`src/rtl/sokoban_pkg.sv`:
```
// Shared encodings between the PS/2 front end and the game core:
// direction one-hots, scan codes and the key-to-direction map.
package sokoban_pkg;

  localparam logic [3:0] DIR_NONE  = 4'b0000;
  localparam logic [3:0] DIR_UP    = 4'b0001;
  localparam logic [3:0] DIR_DOWN  = 4'b0010;
  localparam logic [3:0] DIR_LEFT  = 4'b0100;
  localparam logic [3:0] DIR_RIGHT = 4'b1000;

  localparam logic [7:0] SC_E0    = 8'hE0;
  localparam logic [7:0] SC_F0    = 8'hF0;
  localparam logic [7:0] SC_UP    = 8'h75;
  localparam logic [7:0] SC_DOWN  = 8'h72;
  localparam logic [7:0] SC_LEFT  = 8'h6B;
  localparam logic [7:0] SC_RIGHT = 8'h74;
  localparam logic [7:0] SC_W     = 8'h1D;
  localparam logic [7:0] SC_S     = 8'h1B;
  localparam logic [7:0] SC_A     = 8'h1C;
  localparam logic [7:0] SC_D     = 8'h23;

  typedef enum logic [1:0] {
    S_IDLE,
    S_E0,
    S_F0,
    S_E0F0
  } dec_state_e;

  typedef enum logic {
    RX_IDLE,
    RX_RECV
  } rx_state_e;

  function automatic logic [3:0] key_dir(
    input logic [7:0] code,
    input logic       ext,
    input logic       wasd
  );
    logic [3:0] d;
    d = DIR_NONE;
    if (ext) begin
      case (code)
        SC_UP:    d = DIR_UP;
        SC_DOWN:  d = DIR_DOWN;
        SC_LEFT:  d = DIR_LEFT;
        SC_RIGHT: d = DIR_RIGHT;
        default:  d = DIR_NONE;
      endcase
    end else if (wasd) begin
      case (code)
        SC_W:    d = DIR_UP;
        SC_S:    d = DIR_DOWN;
        SC_A:    d = DIR_LEFT;
        SC_D:    d = DIR_RIGHT;
        default: d = DIR_NONE;
      endcase
    end
    return d;
  endfunction

endpackage

```
`src/rtl/ps2_rx_frame.sv`:
```
// PS/2 frame receiver: synchroniser, falling-edge detect, shifter,
// odd-parity/stop check and an inter-edge watchdog.
module ps2_rx_frame
  import sokoban_pkg::*;
#(
  parameter int TIMEOUT_CYCLES = 100000
) (
  input  logic       clk,
  input  logic       reset,
  input  logic       ps2_clk,
  input  logic       ps2_data,
  output logic [7:0] rx_byte,
  output logic       rx_valid,
  output logic       rx_err
);

  localparam int WW = $clog2(TIMEOUT_CYCLES + 1);
  localparam logic [WW-1:0] WD_LAST = WW'(TIMEOUT_CYCLES - 1);

  logic [2:0]    sc_q, sc_d;
  logic [1:0]    sd_q, sd_d;
  rx_state_e     state_q, state_d;
  logic [3:0]    cnt_q, cnt_d;
  logic [8:0]    sh_q, sh_d;
  logic [WW-1:0] wd_q, wd_d;
  logic [7:0]    byte_q, byte_d;
  logic          valid_q, valid_d;
  logic          err_q, err_d;

  logic fall;
  logic din;

  assign fall = sc_q[2] & ~sc_q[1];
  assign din  = sd_q[1];

  always_comb begin
    sc_d    = {sc_q[1:0], ps2_clk};
    sd_d    = {sd_q[0], ps2_data};
    state_d = state_q;
    cnt_d   = cnt_q;
    sh_d    = sh_q;
    wd_d    = wd_q;
    byte_d  = byte_q;
    valid_d = 1'b0;
    err_d   = 1'b0;
    if (fall) begin
      wd_d = '0;
      unique case (state_q)
        RX_IDLE: begin
          if (!din) begin
            state_d = RX_RECV;
            cnt_d   = '0;
          end
        end
        RX_RECV: begin
          cnt_d = cnt_q + 4'd1;
          if (cnt_q == 4'd9) begin
            state_d = RX_IDLE;
            cnt_d   = '0;
            if ((^sh_q) && din) begin
              byte_d  = sh_q[7:0];
              valid_d = 1'b1;
            end else begin
              err_d = 1'b1;
            end
          end else begin
            sh_d = {din, sh_q[8:1]};
          end
        end
        default: state_d = RX_IDLE;
      endcase
    end else if (state_q == RX_RECV) begin
      // a stalled keyboard would otherwise wedge the shifter mid-byte
      if (wd_q == WD_LAST) begin
        wd_d    = '0;
        cnt_d   = '0;
        state_d = RX_IDLE;
        err_d   = 1'b1;
      end else begin
        wd_d = wd_q + 1'b1;
      end
    end
  end

  always_ff @(posedge clk) begin
    if (!reset) begin
      sc_q    <= 3'b111;
      sd_q    <= 2'b11;
      state_q <= RX_IDLE;
      cnt_q   <= '0;
      sh_q    <= '0;
      wd_q    <= '0;
      byte_q  <= '0;
      valid_q <= 1'b0;
      err_q   <= 1'b0;
    end else begin
      sc_q    <= sc_d;
      sd_q    <= sd_d;
      state_q <= state_d;
      cnt_q   <= cnt_d;
      sh_q    <= sh_d;
      wd_q    <= wd_d;
      byte_q  <= byte_d;
      valid_q <= valid_d;
      err_q   <= err_d;
    end
  end

  assign rx_byte  = byte_q;
  assign rx_valid = valid_q;
  assign rx_err   = err_q;

endmodule

```
`src/rtl/ps2_dir_decoder.sv`:
```
// PS/2 keyboard to held one-hot direction level for the game core.
// Handles E0 extension and F0 break prefixes.
module ps2_dir_decoder
  import sokoban_pkg::*;
#(
  parameter int TIMEOUT_CYCLES = 100000,
  parameter int ENABLE_WASD    = 1
) (
  input  logic       clk,
  input  logic       reset,
  input  logic       ps2_clk,
  input  logic       ps2_data,
  output logic [3:0] dirMove,
  output logic [7:0] scan_code,
  output logic       scan_valid,
  output logic       frame_err
);

  logic [7:0] rx_byte;
  logic       rx_valid;
  logic       rx_err;

  ps2_rx_frame #(
    .TIMEOUT_CYCLES(TIMEOUT_CYCLES)
  ) u_rx (
    .clk     (clk),
    .reset   (reset),
    .ps2_clk (ps2_clk),
    .ps2_data(ps2_data),
    .rx_byte (rx_byte),
    .rx_valid(rx_valid),
    .rx_err  (rx_err)
  );

  localparam logic WASD = (ENABLE_WASD != 0);

  dec_state_e state_q, state_d;
  logic [3:0] dir_q, dir_d;
  logic       ext;
  logic [3:0] map;

  assign ext = (state_q == S_E0) || (state_q == S_E0F0);
  assign map = key_dir(rx_byte, ext, WASD);

  always_comb begin
    state_d = state_q;
    dir_d   = dir_q;
    if (rx_err) begin
      state_d = S_IDLE;
    end else if (rx_valid) begin
      unique case (state_q)
        S_IDLE: begin
          if (rx_byte == SC_E0) begin
            state_d = S_E0;
          end else if (rx_byte == SC_F0) begin
            state_d = S_F0;
          end else if (map != DIR_NONE) begin
            dir_d = map;
          end
        end
        S_E0: begin
          if (rx_byte == SC_F0) begin
            state_d = S_E0F0;
          end else begin
            state_d = S_IDLE;
            if (map != DIR_NONE) dir_d = map;
          end
        end
        S_F0, S_E0F0: begin
          state_d = S_IDLE;
          // releasing a key that is no longer the latest press is ignored
          if (map != DIR_NONE && dir_q == map) dir_d = DIR_NONE;
        end
        default: state_d = S_IDLE;
      endcase
    end
  end

  always_ff @(posedge clk) begin
    if (!reset) begin
      state_q <= S_IDLE;
      dir_q   <= DIR_NONE;
    end else begin
      state_q <= state_d;
      dir_q   <= dir_d;
    end
  end

  assign dirMove    = dir_q;
  assign scan_code  = rx_byte;
  assign scan_valid = rx_valid;
  assign frame_err  = rx_err;

endmodule
```
`config.mk`:
```
export PLATFORM = sky130hd
export DESIGN_NAME = ps2_dir_decoder
export DESIGN_NICKNAME = d
export VERILOG_FILES = /design/src/rtl/sokoban_pkg.sv /design/src/rtl/ps2_rx_frame.sv /design/src/rtl/ps2_dir_decoder.sv
export SDC_FILE = /design/constraint.sdc
export NUM_CORES = 1
export LEC_CHECK = 0
export ABC_AREA = 1
export CAP_MARGIN = 40
export CORE_ASPECT_RATIO = 0.9
export CORE_MARGIN = 1.5
export CORE_UTILIZATION = 35
export CTS_CLUSTER_SIZE = 10
export DETAILED_ROUTE_END_ITERATION = 7
export PLACE_DENSITY = 0.5
export REMOVE_ABC_BUFFERS = 1
export SYNTH_ARGS = -nofsm -noshare
export SYNTH_HDL_FRONTEND = slang
export SYNTH_SLANG_ARGS = --single-unit
export TNS_END_PERCENT = 1
```
`constraint.sdc`:
```
create_clock -name clk -period 2 [get_ports clk]
set_input_delay 0.4 -clock clk [delete_from_list [all_inputs] [get_ports clk]]
set_output_delay 0.4 -clock clk [all_outputs]
set_load 0.1 [all_outputs]
```
==> qor.yml, run 1 <==
cts:
  clockBufferDepth: 2
  clock_latency_ns: 0.30
  ctsHoldBuffers: 0
  tritoncts: "built"
  cts-root-buf: "clkbuf_8"
  post_cts_resized: 0
  htreeDepth: 2
  post_cts.repair.setup_buffers: 0
  cts_inserted_buffers: 5
  cts_sinks: 52
  path_clk_slew_ns: 0.09
floorplan:
  core_um2: 7507
  rows: 30
  boundaryPins: 18
  die_w_um: 95.54
  die_h_um: 86.29
  initial_core_util_pct: 35.93
  die_area_um2: 8244
detailed_routing:
  drtPass1Iterations: 4
  drc: 0
  antenna_left: 0
  route.met3.wl_um: 184
  drt_wl_total_um: 5842
  vias_per_cell: 4.756
  drt_iter0_markers: 78
  highest_layer: "met4"
  vias: 2473
  wl_per_cell_um: 11.23
  route.layer.met1.wl_um: 2951
  wl_met2_um: 2670
global_routing:
  grt_max_degree: 21
  antenna_found_initial: 0
  grt_first_pass_wirelength_um: 10800
  grt_usage_pct: 16.25
  grt_pass1_vias: 2416
  overflow: 0
sta:
  tightest_slew_ns: 0.6145
  period_share_pct: 86.56
  setup_viol: 0
  fmax_mhz: 577.6
  relSlewSlack_pct: 58.66
  rsz0062_at_grt: "no"
  finalMaxSlewViolations: 0
  finalWorstSetupSlack_ns: 0.2688
  hold_viol: 0
  tns_ns: 0
  period_needed_ns: 1.731
  fin_worst_skew_ns: 0.01346
yosys:
  yosysSeqAreaShare_pct: 38.59
  synth_area_leader_cell: "dfxtp_1"
  synth_warnings: 0
  synth_area_per_cell_um2: 6.744
  synth_area_leaders: "dfxtp_1 39%, nand2_1 12%, inv_1 7.5%, nor2_1 7.5%, nand3_1 6.1%"
  yosysUniqueCellTypes: 31
  synth_top_area_share_pct: 38.59
  syn_inst: 400
  ys_seq_elements: 52
  syn_area_um2: 2698
layout:
  multi_input_area_um2: 1418
  final_cell_mix: "88 x nand2_1, 54 x inv_1, 53 x nor2_1"
  ff_latch_area_um2: 1041
  layout-area-overhead-vs-synth_pct: 14.01
  fillers: 813
  nets: 430
  antenna_cells: 0
  final_common_cell: "nand2_1"
  drive_gt1_share_pct: 9.906
flow_run:
  max_cap_violations: 0
worst_setup_path:
  startpoint_type: "flip-flop"
  worst-r2r-cell-count: 11
  worstSetupPathType: "flip-flop to flip-flop"
  r2r_start: "u_rx.rx_byte[6]"
  worst_ep_arrival_time_ns: 1.92
  cp.required_ns: 2.18
  startpoint: "u_rx.rx_byte[6]"
  cp-end-kind: "flip-flop"
  worstPathMaxFanout: 6
power_and_ir_drop:
  fin_total_pwr_mw: 1.689
  cellPowerDensity_nw_per_um2: 549.2
  ir_drop_mv: 0.2881
  power_leakage_nw: 1.213
worst_hold_path:
  min-delay-path-class: "flip-flop to flip-flop"
  hp-start: "u_rx.sd_q[0]"
  worstHoldPathCells: 1
placement:
  gp_congestion: 0.7894
  place_ws_ns: 0.2284
  io_buffer_count: 17
  dpl.hpwl_um: 4526
run_status:
  status: "finished clean"
==> sequential cells by signal, indices dropped and copies added (netlist names) <==
register / cells
u_rx.cnt_q: 4
u_rx.sc_q: 3
u_rx.sd_q: 2
u_rx.rx_err: 1
u_rx.sh_q: 9
state_q: 2
u_rx.rx_byte: 8
u_rx.wd_q: 17
u_rx.rx_valid: 1
dirMove: 4
u_rx.state_q: 1
==> power by group <==
group	internal [mW]	switching, mW
clock	0.251	0.338
sequential	1.04	0.00502
combinational	0.0209	0.0338
total	1.31	0.377
==> Yosys cell counts (all sizes together) <==
| library cell | instances |
|---|---|
| inv | 55 |
| nand2 | 91 |
| a211oi | 2 |
| nor2 | 58 |
| a21oi | 30 |
| nor3 | 9 |
| xnor2 | 6 |
| nand4 | 14 |
| ha | 3 |
| nand3b | 3 |
| dfxtp | 52 |
| nor3b | 3 |
| nor4 | 3 |
| xor2 | 6 |
| buf | 4 |
| o21ai | 16 |
| nand3 | 33 |
| clkbuf | 3 |
| a31oi | 2 |
| or2 | 7 |
==> path summary, 6_finish.rpt <==
kind | to | slack (ns)
worst max-delay path | dirMove[3] | 0.27
worst min-delay path | u_rx.sd_q[1] | 0.42
worst max register to register | dirMove[3] | 0.27
worst min register to register | u_rx.sd_q[1] | 0.42
==> cell families after synthesis <==
kind of cell / synth area share (%)
compound gates: 9.693
xor+xnor: 3.896
fa+ha+maj: 1.392
buf+inv: 8.951
flops: 38.59
simple gates: 37.48
==> area by class of cell <==
type,instances,share of cell area (%)
Tap cell,96,3.906
Clock inverter,1,0.2848
Inverter,55,6.713
Clock buffer,7,2.482
Sequential cell,52,33.85
Multi-Input combinational cell,286,46.09
Timing Repair Buffer,23,6.672
==> stage by stage <==
step | hold WS (ns) | cell area, µm² | cells | util (%)
6_report | 0.4236 | 3075 | 520 | 40.97
3_3_place_gp | 0.3955 | 2988 | 512 | 39.80
2_1_floorplan | 0.3917 | 2663 | 393 | -
4_1_cts | 0.4236 | 3073 | 520 | 40.93
5_1_grt | 0.4308 | 3075 | 520 | 40.97
3_5_place_dp | 0.4001 | 2988 | 512 | 39.80
==> layer usage <==
layer  up-vias  GRT usage, %
met5         -             0
met4         0         3.610
met3         2         2.895
met2        34         26.82
met1      1103         22.02
li1       1334             -
==> worst max-delay path: stages, from the launching register on <==
cell	delay (ns)
dfxtp_1	0.47
nand2_1	0.17
nor2_4	0.18
nand2_1	0.07
nand2_1	0.08
nand2_1	0.07
nand3_1	0.08
nand2_1	0.06
a21oi_2	0.18
nand2_1	0.13
nand2_1	0.08
a21oi_1	0.05
(Power assumes the default switching activity.)
==> run 2, diff against run 1 <==
--- a/config.mk
+++ b/config.mk
@@ -9,11 +9,12 @@
 export CAP_MARGIN = 40
 export CORE_ASPECT_RATIO = 0.9
 export CORE_MARGIN = 1.5
-export CORE_UTILIZATION = 35
+export CORE_UTILIZATION = 44
 export CTS_CLUSTER_SIZE = 10
 export DETAILED_ROUTE_END_ITERATION = 7
-export PLACE_DENSITY = 0.5
+export PLACE_DENSITY_LB_ADDON = 0.05
 export REMOVE_ABC_BUFFERS = 1
+export SKIP_CTS_REPAIR_TIMING = 1
 export SYNTH_ARGS = -nofsm -noshare
 export SYNTH_HDL_FRONTEND = slang
 export SYNTH_SLANG_ARGS = --single-unit
==> qor.yml, run 2 (synthesized netlist as in run 1, its figures left out) <==
sta:
  fin_worst_skew_ns: 0.01510  # was 0.01346 ns
  tightest_slew_ns: 0.3945  # was 0.6145 ns
  setup_viol: 0  # unchanged
  relSlewSlack_pct: 73.46  # was 58.66%
  fmax_mhz: 581.5  # was 577.6 MHz
  finalMaxSlewViolations: 0  # unchanged
  period_needed_ns: 1.720  # was 1.731 ns
  hold_viol: 0  # unchanged
  finalWorstSetupSlack_ns: 0.2802  # was 0.2688 ns
  rsz0062_at_grt: "no"  # unchanged
  period_share_pct: 85.99  # was 86.56%
global_routing:
  grt_use_met3_pct: 5.059  # was 2.895%
  use_met2_pct: 27.17  # was 26.82%
  grt_max_degree: 21  # unchanged
  use_met1_pct: 26.03  # was 22.02%
  grt_usage_pct: 18.22  # was 16.25%
  grt_first_pass_wirelength_um: 9818  # was 10800 µm
  grt.busiest_layer: "met2"  # unchanged
  antenna_found_initial: 0  # unchanged
  overflow: 0  # unchanged
  grt_pass1_vias: 2145  # was 2416
power_and_ir_drop:
  ir_drop_mv: 0.2626  # was 0.2881 mV
  power_leakage_nw: 1.224  # was 1.213 nW
  switching_share_pct: 23.55  # was 22.34%
  p_clk_share_pct: 35.8  # was 34.9%
  cellPowerDensity_nw_per_um2: 562.2  # was 549.2 nW/µm²
  seq_power_share_pct: 61.0  # was 61.9%
  power_switching_uw: 403.5  # was 377.3 µW
  fin_total_pwr_mw: 1.714  # was 1.689 mW
  intPower_mw: 1.310  # was 1.312 mW
  combPwrFrac_pct: 3.2  # about the same
layout:
  regMostFlops: "u_rx.wd_q"  # unchanged
  layout-area-overhead-vs-synth_pct: 12.99  # was 14.01%
  final_common_cell: "nand2_1"  # unchanged
  fin_area_um2: 3048  # was 3075 µm²
  utilization_pct: 52.64  # was 40.97%
  final_cell_mix: "88 x nand2_1, 54 x inv_1, 54 x nor2_1"  # was 88 x nand2_1, 54 x inv_1, 53 x nor2_1
  nets: 432  # was 430
  ff_latch_area_um2: 1041  # unchanged
  antenna_cells: 0  # unchanged
  fillers: 603  # was 813
  largest_register_ffs: 17  # unchanged
  drive_gt1_share_pct: 10.56  # was 9.906%
  multi_input_area_um2: 1415  # was 1418 µm²
worst_hold_path:
  worstHoldPathCells: 1  # unchanged
  min-delay-path-class: "flip-flop to flip-flop"  # unchanged
worst_setup_path:
  cp.required_ns: 2.19  # was 2.18 ns
  path_cells: "nand2_1 -> nor2_4 -> nand2_1 -> nand2_1 -> nand2_1 -> nand3_1 -> nand2_1 -> a21oi_2 -> nand2_1 -> nand2_1 -> a21oi_1"  # unchanged
  worstPathMaxFanout: 6  # unchanged
  worst_ep_arrival_time_ns: 1.91  # was 1.92 ns
  worstSetupPathType: "flip-flop to flip-flop"  # unchanged
  cpPeakStageDelay_ns: 0.47  # about the same
  cp-end-kind: "flip-flop"  # unchanged
  startpoint_type: "flip-flop"  # unchanged
  cp_slowest_cell: "dfxtp_1"  # unchanged
  worst-r2r-cell-count: 11  # unchanged
  crit_top_cell: "nand2_1"  # unchanged
  rrSetupSlack_ns: 0.28  # was 0.27 ns
detailed_routing:
  drt_iter0_markers: 99  # was 78
  wl_per_cell_um: 11.41  # was 11.23 µm
  drtPass1Iterations: 6  # was 4
  drc: 2  # was 0
  vias_per_cell: 4.962  # was 4.756
  drt_wl_total_um: 5657  # was 5842 µm
  antenna_left: 0  # unchanged
  vias: 2461  # was 2473
floorplan:
  die_h_um: 77.28  # was 86.29 µm
  rows: 26  # was 30
  die_w_um: 85.54  # was 95.54 µm
  boundaryPins: 18  # unchanged
  initial_core_util_pct: 46.59  # was 35.93%
  core_um2: 5791  # was 7507 µm²
  die_area_um2: 6610  # was 8244 µm²
cts:
  tritoncts: "built"  # unchanged
  cts_inserted_buffers: 5  # unchanged
  path_clk_slew_ns: 0.10  # was 0.09 ns
  htreeDepth: 2  # unchanged
  clock_latency_ns: 0.31  # was 0.30 ns
  cts-root-buf: "clkbuf_8"  # unchanged
  cts_sinks: 52  # unchanged
  clockBufferDepth: 2  # unchanged
run_status:
  status: "finished, violations left"  # was finished clean
  violations: "design-rule violations"
placement:
  place_ws_ns: 0.2731  # was 0.2284 ns
  dpl.hpwl_um: 4327  # was 4526 µm
  place_area_um2: 2958  # was 2988 µm²
  gp_congestion: 0.8901  # was 0.7894
  io_buffer_count: 17  # unchanged
flow_run:
  max_cap_violations: 0  # unchanged
==> run 2: worst paths after layout <==
kind,startpoint,to
setup / recovery,u_rx.rx_byte[6],dirMove[2]
setup reg to reg,u_rx.rx_byte[6],dirMove[2]
hold reg to reg,u_rx.sc_q[0],u_rx.sc_q[1]
hold / removal,u_rx.sc_q[0],u_rx.sc_q[1]
==> run 2: worst max-delay path, delay by kind of cell, from the launching register on <==
family | cells | cell delay [ns]
AO/OA/AOI/OAI | 2 | 0.23
AND/OR/NAND/NOR | 9 | 0.89
flip-flops | 1 | 0.47
==> run 2: final cells by class <==
class	count	share of cell area (%)
repair buffers	25	6.814
clock inverters	3	0.6979
well taps	70	2.874
flip-flops and latches	52	34.15
clock buffers	5	2.258
inverters	55	6.773
multi-input cells	286	46.43
==> run 2: through the flow <==
step	TNS (ns)	std cells	hold WS, ns
finish	0	496	0.4211
global route	0	496	0.4447
CTS	0	496	0.4248
detailed placement	0	488	0.4006
global placement	0	488	0.3947
floorplan	-1.312	393	0.3917
==> run 2: power groups by stage <==
| stage | Sequential, mW | Clock, mW | Combinational [mW] |
|---|---|---|---|
| floorplan | 1.07 | 0 | 0.0290 |
| global placement | 1.07 | 0 | 0.0551 |
| detailed placement | 1.07 | 0 | 0.0550 |
| CTS | 1.04 | 0.634 | 0.0551 |
| global route | 1.05 | 0.676 | 0.0626 |
| finish | 1.04 | 0.614 | 0.0551 |
==> run 2: metal layers <==
layer  wire length [µm]  part of all wire (%)
met2               2490                    44
met1               2968                    52
met5                  0                     0
met4                 23                  0.41
met3                174                   3.1
==> run 3, diff against run 2 <==
--- a/config.mk
+++ b/config.mk
@@ -12,7 +12,7 @@
 export CORE_UTILIZATION = 44
 export CTS_CLUSTER_SIZE = 10
 export DETAILED_ROUTE_END_ITERATION = 7
-export PLACE_DENSITY_LB_ADDON = 0.05
+export PLACE_DENSITY = 0.68
 export REMOVE_ABC_BUFFERS = 1
 export SKIP_CTS_REPAIR_TIMING = 1
 export SYNTH_ARGS = -nofsm -noshare
==> qor.yml, run 3 (synthesized netlist as in run 1, its figures left out) <==
run_status:
  status: "finished, violations left"  # unchanged
  violations: "design-rule violations"  # unchanged
detailed_routing:
  drc: 1  # was 2
  drt_iter0_markers: 139  # was 99
  vias: 2413  # was 2461
  drt_wl_total_um: 5578  # was 5657 µm
  route.layer.met1.wl_um: 2927  # was 2968 µm
  drtPass1Iterations: 6  # unchanged
  antenna_left: 0  # unchanged
  vias_per_cell: 4.885  # was 4.962
  wl_per_cell_um: 11.29  # was 11.41 µm
  wl_met2_um: 2424  # was 2490 µm
  highest_layer: "met4"  # unchanged
  route.met3.wl_um: 171  # was 174 µm
layout:
  regMostFlops: "u_rx.wd_q"  # unchanged
  final_common_cell: "nand2_1"  # unchanged
  nets: 430  # was 432
  fillers: 579  # was 603
  drive_gt1_share_pct: 10.14  # was 10.56%
  antenna_cells: 0  # unchanged
  multi_input_area_um2: 1415  # unchanged
  final_cell_mix: "88 x nand2_1, 54 x inv_1, 54 x nor2_1"  # unchanged
  utilization_pct: 52.29  # was 52.64%
  ff_latch_area_um2: 1041  # unchanged
  largest_register_ffs: 17  # unchanged
  layout-area-overhead-vs-synth_pct: 12.24  # was 12.99%
  fin_area_um2: 3028  # was 3048 µm²
worst_hold_path:
  worstHoldPathCells: 1  # unchanged
  hp-start: "u_rx.sc_q[0]"  # unchanged
  min-delay-path-class: "flip-flop to flip-flop"  # unchanged
  hold_path_end: "u_rx.sc_q[1]"  # unchanged
floorplan:
  rows: 26  # unchanged
  die_w_um: 85.54  # unchanged
  initial_core_util_pct: 46.59  # unchanged
  die_h_um: 77.28  # unchanged
  die_area_um2: 6610  # unchanged
  core_um2: 5791  # unchanged
  boundaryPins: 18  # unchanged
global_routing:
  grt_pass1_vias: 2176  # was 2145
  antenna_found_initial: 0  # unchanged
  grt_usage_pct: 18.10  # was 18.22%
  overflow: 0  # unchanged
  grt_max_degree: 21  # unchanged
  grt_first_pass_wirelength_um: 9818  # unchanged
placement:
  dpl.hpwl_um: 4303  # was 4327 µm
  place_area_um2: 2930  # was 2958 µm²
  io_buffer_count: 17  # unchanged
  gp_congestion: 0.8497  # was 0.8901
worst_setup_path:
  r2r_start: "u_rx.wd_q[0]"  # was u_rx.rx_byte[6]
  cp_slowest_cell: "o21ai_1"  # was dfxtp_1
  cpPeakStageDelay_ns: 0.45  # was 0.47 ns
  rrSetupSlack_ns: 0.20  # was 0.28 ns
  cp.required_ns: 2.20  # was 2.19 ns
  crit_top_cell: "nand2_1"  # unchanged
  worstPathMaxFanout: 7  # was 6
  worstSetupPathType: "flip-flop to flip-flop"  # unchanged
  path_buf_inv: 1  # was 0
  r2r_end: "u_rx.wd_q[7]"  # was dirMove[2]
  path_cells: "ha_1 -> nand2_1 -> nor2_1 -> nand2_1 -> o21ai_1 -> inv_1 -> o21ai_0 -> a21oi_1"  # was nand2_1 -> nor2_4 -> nand2_1 -> nand2_1 -> nand2_1 -> nand3_1 -> nand2_1 -> a21oi_2 -> nand2_1 -> nand2_1 -> a21oi_1
  worst-r2r-cell-count: 8  # was 11
  cp-end-kind: "flip-flop"  # unchanged
  crit_family: "compound AO/OA/AOI/OAI gates"  # was simple AND/OR/NAND/NOR gates
  startpoint_type: "flip-flop"  # unchanged
  worst_ep_arrival_time_ns: 2.00  # was 1.91 ns
power_and_ir_drop:
  power_leakage_nw: 1.210  # was 1.224 nW
  ir_drop_mv: 0.3327  # was 0.2626 mV
  cellPowerDensity_nw_per_um2: 568.6  # was 562.2 nW/µm²
cts:
  clock_latency_ns: 0.31  # about the same
  cts_inserted_buffers: 5  # unchanged
  path_clk_slew_ns: 0.09  # was 0.10 ns
  clockBufferDepth: 2  # unchanged
  cts_sinks: 52  # unchanged
  htreeDepth: 2  # unchanged
  tritoncts: "built"  # unchanged
  cts-root-buf: "clkbuf_8"  # unchanged
sta:
  rsz0062_at_grt: "no"  # unchanged
  hold_viol: 0  # unchanged
  finalMaxSlewViolations: 0  # unchanged
  relSlewSlack_pct: 66.09  # was 73.46%
  tightest_slew_ns: 0.5053  # was 0.3945 ns
  setup_viol: 0  # unchanged
  fin_worst_skew_ns: 0.01571  # was 0.01510 ns
  period_needed_ns: 1.795  # was 1.720 ns
  fmax_mhz: 557.0  # was 581.5 MHz
  period_share_pct: 89.77  # was 85.99%
flow_run:
  max_cap_violations: 0  # unchanged
-- run 3: cell count changes in the layout (fill, tap and decap cells not counted), sizes merged --
cell      before  now
buf           22   20
clkbuf         5    6
clkinv         1    0
clkinvlp       1    2
inv           56   55
-- run 3: report_power, final --
group | internal, mW | switching, mW | total, mW | leakage (nW)
combinational | 0.0194 | 0.0337 | 0.0531 | 0.747
clock | 0.281 | 0.344 | 0.624 | 0.0434
sequential | 1.04 | 0.00445 | 1.04 | 0.420
total | 1.34 | 0.382 | 1.72 | 1.21
-- run 3: how the worst max path moves through the flow --
| stage | cells after the start | slack [ns] | start | endpoint |
|---|---|---|---|---|
| after floorplan | 11 | -0.29 | u_rx.rx_byte[6] | dirMove[1] |
| after global placement | 7 | 0.18 | reset | u_rx.wd_q[7] |
| after detailed placement | 7 | 0.16 | reset | u_rx.wd_q[7] |
| after CTS | 8 | 0.21 | u_rx.wd_q[0] | u_rx.wd_q[7] |
| after global routing | 8 | 0.002 | u_rx.wd_q[13] | u_rx.wd_q[9] |
| final | 8 | 0.20 | u_rx.wd_q[0] | u_rx.wd_q[7] |
-- run 3: final cells by class --
type                    count  share of cell area (%)
clock buffers               6                   2.727
flip-flops and latches     52                   34.38
multi-input cells         286                   46.74
repair buffers             23                   5.950
well taps                  70                   2.893
inverters                  55                   6.818
clock inverters             2                  0.4959
-- run 3: routing by layer --
| metal | GRT usage, % | vias to the layer above |
|---|---|---|
| met5 | 0 | - |
| met4 | 5.323 | 0 |
| met3 | 2.906 | 5 |
| met2 | 26.69 | 28 |
| met1 | 26.94 | 1052 |
| li1 | - | 1328 |
-- run 3: stage by stage --
stage          total power [mW]  setup slack (ns)  std cells  hold slack (ns)  TNS (ns)
3_5_place_dp              1.122            0.1575        486           0.4050         0
6_report                  1.722            0.2046        494           0.4186         0
3_3_place_gp              1.122            0.1775        486           0.3948         0
5_1_grt                   1.792          0.001607        494           0.4493         0
2_1_floorplan             1.097           -0.2906        393           0.3917    -1.312
4_1_cts                   1.740            0.2092        494           0.4254         0
